--- src/rtl/ifu_exu_ibuf.sv ---
// Instruction buffer between IFU fetch and EXU execute: a small circular FIFO of {IR, PC}
// entries that absorbs EXU stalls and is emptied by an EXU pipe flush.
module ifu_exu_ibuf #(
    parameter int DEPTH   = 2,
    parameter int XLEN    = 32,
    parameter int PC_SIZE = 32
) (
    input  logic                       clk,
    input  logic                       rst_n,

    input  logic                       ibuf_i_ifu_valid,
    output logic                       ibuf_o_ifu_ready,
    input  logic [XLEN-1:0]            ibuf_i_ir,
    input  logic [PC_SIZE-1:0]         ibuf_i_pc,

    input  logic                       ibuf_i_pipe_flush_req,

    output logic                       ibuf_o_exu_valid,
    input  logic                       ibuf_i_exu_ready,
    output logic [XLEN-1:0]            ibuf_o_ir,
    output logic [PC_SIZE-1:0]         ibuf_o_pc,
    output logic                       ibuf_o_rv32,

    output logic [$clog2(DEPTH):0]     ibuf_o_count,
    output logic                       ibuf_o_empty,
    output logic                       ibuf_o_full
);

    localparam int PTR_W = $clog2(DEPTH);
    localparam int CNT_W = PTR_W + 1;
    localparam logic [CNT_W-1:0] CNT_MAX = CNT_W'(DEPTH);

    logic [XLEN-1:0]    ir_mem [DEPTH];
    logic [PC_SIZE-1:0] pc_mem [DEPTH];

    logic [PTR_W-1:0]   wr_ptr;
    logic [PTR_W-1:0]   rd_ptr;
    logic [CNT_W-1:0]   count;

    logic               empty;
    logic               full;
    logic               push;
    logic               pop;
    logic               flush;

    logic [PTR_W-1:0]   wr_ptr_nxt;
    logic [PTR_W-1:0]   rd_ptr_nxt;
    logic [CNT_W-1:0]   count_nxt;

    // Status is decoded from the registered count only, so EXU valid has no input path.
    assign flush = ibuf_i_pipe_flush_req;
    assign empty = (count == '0);
    assign full  = (count == CNT_MAX);

    assign ibuf_o_ifu_ready = !full && !flush;
    assign ibuf_o_exu_valid = !empty;

    assign push = ibuf_i_ifu_valid && ibuf_o_ifu_ready;
    assign pop  = ibuf_o_exu_valid && ibuf_i_exu_ready && !flush;

    always_comb begin
        wr_ptr_nxt = wr_ptr;
        rd_ptr_nxt = rd_ptr;
        count_nxt  = count;
        if (flush) begin
            wr_ptr_nxt = '0;
            rd_ptr_nxt = '0;
            count_nxt  = '0;
        end else if (push && pop) begin
            wr_ptr_nxt = wr_ptr + PTR_W'(1);
            rd_ptr_nxt = rd_ptr + PTR_W'(1);
        end else if (push) begin
            wr_ptr_nxt = wr_ptr + PTR_W'(1);
            count_nxt  = count + CNT_W'(1);
        end else if (pop) begin
            rd_ptr_nxt = rd_ptr + PTR_W'(1);
            count_nxt  = count - CNT_W'(1);
        end
    end

    always_ff @(posedge clk or negedge rst_n) begin
        if (!rst_n) begin
            wr_ptr <= '0;
            rd_ptr <= '0;
            count  <= '0;
        end else begin
            wr_ptr <= wr_ptr_nxt;
            rd_ptr <= rd_ptr_nxt;
            count  <= count_nxt;
        end
    end

    // Storage is cleared on reset so the head outputs read zero until the first push.
    always_ff @(posedge clk or negedge rst_n) begin
        if (!rst_n) begin
            for (int i = 0; i < DEPTH; i++) begin
                ir_mem[i] <= '0;
                pc_mem[i] <= '0;
            end
        end else if (push) begin
            ir_mem[wr_ptr] <= ibuf_i_ir;
            pc_mem[wr_ptr] <= ibuf_i_pc;
        end
    end

    assign ibuf_o_ir    = ir_mem[rd_ptr];
    assign ibuf_o_pc    = pc_mem[rd_ptr];
    assign ibuf_o_rv32  = (ibuf_o_ir[1:0] == 2'b11);
    assign ibuf_o_count = count;
    assign ibuf_o_empty = empty;
    assign ibuf_o_full  = full;

    a_count_bound: assert property (@(posedge clk) disable iff (!rst_n) count <= CNT_MAX);
    a_no_overflow: assert property (@(posedge clk) disable iff (!rst_n) push |-> !full);
    a_no_underflow: assert property (@(posedge clk) disable iff (!rst_n) pop |-> !empty);

endmodule

--- config.mk ---
export PLATFORM = sky130hd
export DESIGN_NAME = ifu_exu_ibuf
export DESIGN_NICKNAME = d
export VERILOG_FILES = /design/src/rtl/ifu_exu_ibuf.sv
export SDC_FILE = /design/constraint.sdc
export NUM_CORES = 1
export LEC_CHECK = 0
export ABC_AREA = 0
export BUFFER_PORTS_ARGS = -buffer_cell sky130_fd_sc_hd__buf_2
export CORE_MARGIN = 5
export CORE_UTILIZATION = 49
export CTS_CLUSTER_DIAMETER = 120
export DETAILED_ROUTE_END_ITERATION = 6
export PLACE_DENSITY = 0.75
export RECOVER_POWER = 50
export SLEW_MARGIN = 0
export SYNTH_ARGS = -nofsm -noshare
export SYNTH_HDL_FRONTEND = slang
export SYNTH_SLANG_ARGS = --single-unit
--- constraint.sdc ---
create_clock -name clk -period 1.95 [get_ports clk]
set_input_delay 0.0975 -clock clk [delete_from_list [all_inputs] [get_ports clk]]
set_output_delay 0.0975 -clock clk [all_outputs]
set_load 0.01 [all_outputs]
==> impl_metrics.env, run 1 <==
export IMPL_critPathKind="flip-flop to output port"
export IMPL_n_antenna_cell=0
export IMPL_first_pass_iters=4
export IMPL_drtAntennaViolNets=0
export IMPL_synthFlopType="dfrtp_1"
export IMPL_cp_start_kind="flip-flop"
export IMPL_syn_area_per_cell_um2=16.4
export IMPL_rsz0062_at_grt="no"
export IMPL_syn2layout_area_growth_pct=35.3
export IMPL_synthCells=368
export IMPL_ios=140
export IMPL_syn_nets=437
export IMPL_start_util_pct=50.1
export IMPL_die_y_um=121
export IMPL_max_cap_violations=0
export IMPL_final_core_util_pct=67.8
export IMPL_route_detailed_drc=0
export IMPL_syn_area_um2=6040
export IMPL_dieArea_um2=14700
export IMPL_cts_tree="done"
export IMPL_grt_max_degree=54
export IMPL_yosysMostFrequentCell="dfrtp_1"
export IMPL_timing_fmax_mhz=534
export IMPL_cts_path_max_buffers=2
export IMPL_ff2ff_setup_slack_ns=0.13
export IMPL_cts_sinks=132
export IMPL_ys_types=24
export IMPL_antenna_found_initial=0
export IMPL_critPathArrivalTime_ns=1.78
export IMPL_cts_root_buffer="clkbuf_16"
export IMPL_period_share_pct=96.1
export IMPL_setup_violations=0
export IMPL_fin_setup_tns_ns=0
export IMPL_leakagePower_uw=0.00391
export IMPL_slew_headroom_pct=29.4
export IMPL_clk_pin_slew_ns=0.06
export IMPL_drt_iter0_drc=209
export IMPL_io_buffers=139
export IMPL_die_w_um=121
export IMPL_overflow=0
export IMPL_finClkSkew_ns=0.00483
export IMPL_drive_gt1_share_pct=61.5
export IMPL_hold_path_class="input port to flip-flop"
export IMPL_gr_usage_all_layers_pct=19.4
export IMPL_fin_crit_ns=1.87
export IMPL_viasPerCell=4.96
export IMPL_synth_area_leaders="dfrtp_1 55%, mux2_2 24%, mux2_4 15%"
export IMPL_yosys_warnings=0
export IMPL_ys_seq_area_share_pct=54.7
export IMPL_cts_htree_levels=4
export IMPL_hold_viol=0
export IMPL_worstSkewPairLatency_ns=0.41
export IMPL_core_area_um2=12100
export IMPL_fillers=838
export IMPL_end_kind="output port"
export IMPL_gp_congestion=0.736
export IMPL_cts_inserted_buffers=17
export IMPL_ys_ff_latch=132
export IMPL_worstPathMaxFanout=35
export IMPL_dp_hpwl_um=8300
export IMPL_wl_per_cell_um=17.7
export IMPL_grt_pass1_wl_um=22100
export IMPL_report_final_slew_viol_count=0
export IMPL_synth_top_area_share_pct=54.7
export IMPL_multi_input_comb_area_um2=2520
export IMPL_final_nets=661
export IMPL_seqCellArea_um2=3310
export IMPL_critPathRequiredTime_ns=1.85
export IMPL_synth_common_cells="132 x dfrtp_1, 128 x mux2_2, 60 x mux2_4"
export IMPL_power_density_nw_per_um2=1090
export IMPL_grt_pass1_vias=4305
export IMPL_synth_largest_area_cell="dfrtp_1"
export IMPL_vias=3822
export IMPL_num_rows=40
export IMPL_irDropWorstVdd_mv=0.738
export IMPL_status="completed"
export IMPL_worst_pin_slew_ns=1.06
export IMPL_synth_edff_count=0
export IMPL_async_flop_share_pct=100
export IMPL_wl_um=13600
[logic make-up after synthesis]
family                 Yosys count  share of synthesized area (%)
AO/OA/AOI/OAI                    7                          0.642
buffers and inverters           23                           3.42
flip-flops                     132                           54.7
multiplexers                   192                           39.5
XOR/XNOR                         1                          0.145
AND/OR/NAND/NOR                 13                           1.64
[critical path, stage by stage, from the launching register on]
cell,delay (ns)
dfrtp_4,0.54
buf_12,0.27
mux2_2,0.38
buf_2,0.14
[registers in the layout (all words and copies together) (netlist names)]
signal and cells:
rd_ptr 1, pc_mem 64, ibuf_o_count 2, ir_mem 64, wr_ptr 1
[power by group]
| part | internal [uW] | leakage [uW] | switching [uW] | total (uW) |
|---|---|---|---|---|
| Clock | 1770 | 0.000269 | 1100 | 2870 |
| Sequential | 3410 | 0.00157 | 365 | 3770 |
| Combinational | 1410 | 0.00207 | 843 | 2250 |
| Total | 6590 | 0.00391 | 2310 | 8900 |
[area by class of cell]
class | count | share of cell area (%)
inverter | 2 | 0.0918
clock buffer | 25 | 6.18
timing repair buffer | 226 | 19.5
tap | 168 | 2.57
multi-input combinational | 213 | 30.9
sequential | 132 | 40.5
clock inverter | 5 | 0.306
[per-layer routing]
metal / up-vias / wire length (um) / GRT usage [%]
met5: - / 0 / 0
li1: 1758 / - / -
met2: 112 / 6570 / 31.8
met1: 1942 / 6020 / 24.8
met4: 0 / 144 / 5.31
met3: 10 / 901 / 6.29
[through the flow]
step | worst slack, ns | total power (uW) | hold WS (ns) | instances | cell area [um^2]
floorplan | 0.0135 | 5170 | -0.198 | 368 | 6040
global placement | 0.175 | 5820 | 0.0944 | 666 | 6930
detailed placement | 0.150 | 5920 | 0.109 | 666 | 6930
CTS | 0.0142 | 8950 | 0.0655 | 763 | 8140
global route | 0.0297 | 9330 | 0.0903 | 771 | 8170
finish | 0.0767 | 8900 | 0.0830 | 771 | 8170
[repair_timing]
action                                  in CTS  in global routing
gates cloned                                 0                  0
hold buffers                                67                  0
endpoints found under the setup margin      34                 27
setup buffers                                0                  8
pin swaps                                    0                  0
hold endpoints to repair                   167                  0
resized for setup                            1                  0
[final timing paths]
check                                  end  cells after the start              from
max in group asynchronous           rd_ptr                      3             rst_n
min in group asynchronous       pc_mem[52]                      2             rst_n
min reg2reg                     ir_mem[46]                      1        ir_mem[46]
max                          ibuf_o_pc[10]                      3            rd_ptr
min                        ibuf_o_count[1]                      4  ibuf_i_ifu_valid
max reg2reg                      ir_mem[7]                      4   ibuf_o_count[1]
[cells in the final DEF (no fill, tap or decap), drive strengths merged]
master,instances
mux2,192
buf,146
dfrtp,132
dlygate4sd3,67
clkbuf,38
clkinv,5
nor2,4
o21ai,3
inv,2
a21oi,2
or4b,2
nor2b,1
and2,1
nor4,1
a22oi,1
or3,1
xor2,1
nand3,1
nand2,1
nand3b,1
a31oi,1
(Power assumes the default switching activity.)
==> inputs of run 2 (changes only) <==
--- a/config.mk
+++ b/config.mk
@@ -11,6 +11,7 @@
 export CORE_UTILIZATION = 49
 export CTS_CLUSTER_DIAMETER = 120
 export DETAILED_ROUTE_END_ITERATION = 6
+export GPL_TIMING_DRIVEN = 0
 export PLACE_DENSITY = 0.75
 export RECOVER_POWER = 50
 export SLEW_MARGIN = 0
==> impl_metrics.env, run 2 (synthesized netlist as in run 1, its figures left out) <==
export IMPL_gr_usage_all_layers_pct=19.8
export IMPL_ios=140
export IMPL_cts_root_buffer="clkbuf_16"
export IMPL_cp_start_kind="flip-flop"
export IMPL_rsz0062_at_grt="no"
export IMPL_max_cap_violations=0
export IMPL_grt_pass1_wl_um=22500
export IMPL_crit_top_cell="buf_12"
export IMPL_cp_startpoint="ibuf_o_count[1]"
export IMPL_cts_htree_levels=4
export IMPL_grt_max_degree=73
export IMPL_leakagePower_uw=0.00403
export IMPL_overflow=0
export IMPL_final_cell_count_no_fill=782
export IMPL_hold_viol=0
export IMPL_ff2ff_setup_slack_ns=0.05
export IMPL_worst_path_max_delay_cell="or4b_4"
export IMPL_start_util_pct=50.1
export IMPL_critPathKind="flip-flop to flip-flop"
export IMPL_critPathArrivalTime_ns=2.19
export IMPL_ff2ff_path_depth=5
export IMPL_vias=3920
export IMPL_clk_pin_slew_ns=0.06
export IMPL_final_cell_mix="133 x buf_2, 130 x dfrtp_1, 126 x mux2_2, 67 x dlygate4sd3_1, 60 x mux2_4"
export IMPL_path_buf_inv=2
export IMPL_dpl_cell_count=676
export IMPL_num_rows=40
export IMPL_irDropWorstVdd_mv=0.822
export IMPL_cts_sinks=132
export IMPL_drive_gt1_share_pct=62.2
export IMPL_timing_fmax_mhz=526
export IMPL_route_detailed_drc=0
export IMPL_report_final_slew_viol_count=0
export IMPL_gp_congestion=0.751
export IMPL_final_nets=670
export IMPL_slew_headroom_pct=38.8
export IMPL_dieArea_um2=14700
export IMPL_timing_critical_path_cells="nor2b_4 > or4b_4 > buf_12 > buf_12 > mux2_4"
export IMPL_cp_slowest_stage_delay_ns=0.59
export IMPL_cts_inserted_buffers=17
export IMPL_grt_pass1_vias=4380
export IMPL_cts_tree="done"
export IMPL_dp_hpwl_um=8750
export IMPL_worstPathMaxFanout=10
export IMPL_final_common_cell="buf_2"
export IMPL_worstSkewPairLatency_ns=0.42
export IMPL_cp_top_family="simple AND/OR/NAND/NOR gates"
export IMPL_drtAntennaViolNets=0
export IMPL_period_share_pct=97.6
export IMPL_first_pass_iters=4
export IMPL_fin_crit_ns=1.90
export IMPL_power_density_nw_per_um2=1140
export IMPL_wl_um=13900
export IMPL_worst_pin_slew_ns=0.917
export IMPL_antenna_found_initial=0
export IMPL_core_area_um2=12100
export IMPL_io_buffers=139
export IMPL_reg2reg_from="ibuf_o_count[1]"
export IMPL_status="completed"
export IMPL_drt_iter0_drc=182
export IMPL_worst_path_stages=5
export IMPL_die_y_um=121
export IMPL_cts_path_max_buffers=2
export IMPL_wl_per_cell_um=17.8
export IMPL_syn2layout_area_growth_pct=39.2
export IMPL_die_w_um=121
export IMPL_setup_violations=0
export IMPL_end_kind="flip-flop"
export IMPL_finClkSkew_ns=0.00776
export IMPL_n_antenna_cell=0
export IMPL_power_uw=9570
export IMPL_crit_end="pc_mem[10]"
export IMPL_r2r_end="pc_mem[10]"
export IMPL_hold_path_class="input port to flip-flop"
export IMPL_critPathRequiredTime_ns=2.24
export IMPL_viasPerCell=5.01
[run 2: cell type report]
type | count | area [um^2]
buffer | 20 | 229
clock buffer | 23 | 488
clock inverter | 9 | 173
fill | 784 | 3650
inverter | 2 | 7.51
multi-input combinational | 213 | 2540
sequential | 132 | 3310
tap | 168 | 210
timing repair buffer | 215 | 1460
[run 2: tightest hold or removal path, stage by stage]
cell and delay [ns]:
buf_2 0.13, nand2_1 0.06, nand3b_1 0.07, a31oi_1 0.08
[run 2: worst min path at each step]
stage / from / to / slack [ns] / depth (start not counted)
2_1_floorplan: rst_n / ibuf_o_count[0] / -0.20 / 0
3_3_place_gp: ibuf_i_ir[15] / ir_mem[47] / 0.33 / 2
3_5_place_dp: rst_n / pc_mem[48] / 0.11 / 1
4_1_cts: ibuf_i_ifu_valid / ibuf_o_count[1] / 0.02 / 4
5_1_grt: ibuf_i_ifu_valid / ibuf_o_count[1] / 0.05 / 4
6_report: ibuf_i_ifu_valid / ibuf_o_count[1] / 0.06 / 4
[run 2: report_power, final]
part / switching, uW / leakage [uW] / total, uW / internal [uW]
clock network: 1150 / 0.000323 / 3550 / 2400
logic: 857 / 0.00214 / 2260 / 1410
registers: 352 / 0.00157 / 3760 / 3400
total: 2360 / 0.00403 / 9570 / 7210
[run 2: metal layers]
| layer | part of all wire, % | wire length [um] | track usage (%) | vias to the layer above |
|---|---|---|---|---|
| met5 | 0 | 0 | 0 | - |
| met3 | 6.1 | 842 | 6.25 | 17 |
| met4 | 0.94 | 131 | 7.15 | 0 |
| met2 | 49 | 6790 | 32.7 | 113 |
| met1 | 44 | 6130 | 24.4 | 2004 |
| li1 | - | - | - | 1786 |
[run 2: per-stage QoR]
step	hold slack (ns)	utilization, %	cell area, um^2	setup WS [ns]	TNS [ns]
3_5_place_dp	0.114	57.9	6980	-0.272	-24.90
3_3_place_gp	0.329	57.6	6950	-1.11	-135.12
4_1_cts	0.0228	69.5	8390	0.00156	0
6_report	0.0592	69.7	8410	0.0472	0
5_1_grt	0.0473	69.7	8410	0.0104	0
2_1_floorplan	-0.198	-	6040	0.0135	0
[run 2: timing repair]
action,CTS,global route
hold endpoints to repair,192,0
cloned,0,2
buffers inserted,4,2
setup endpoints to repair,184,168
hold buffers,67,0
gates resized for setup,17,12
pin swaps,1,1
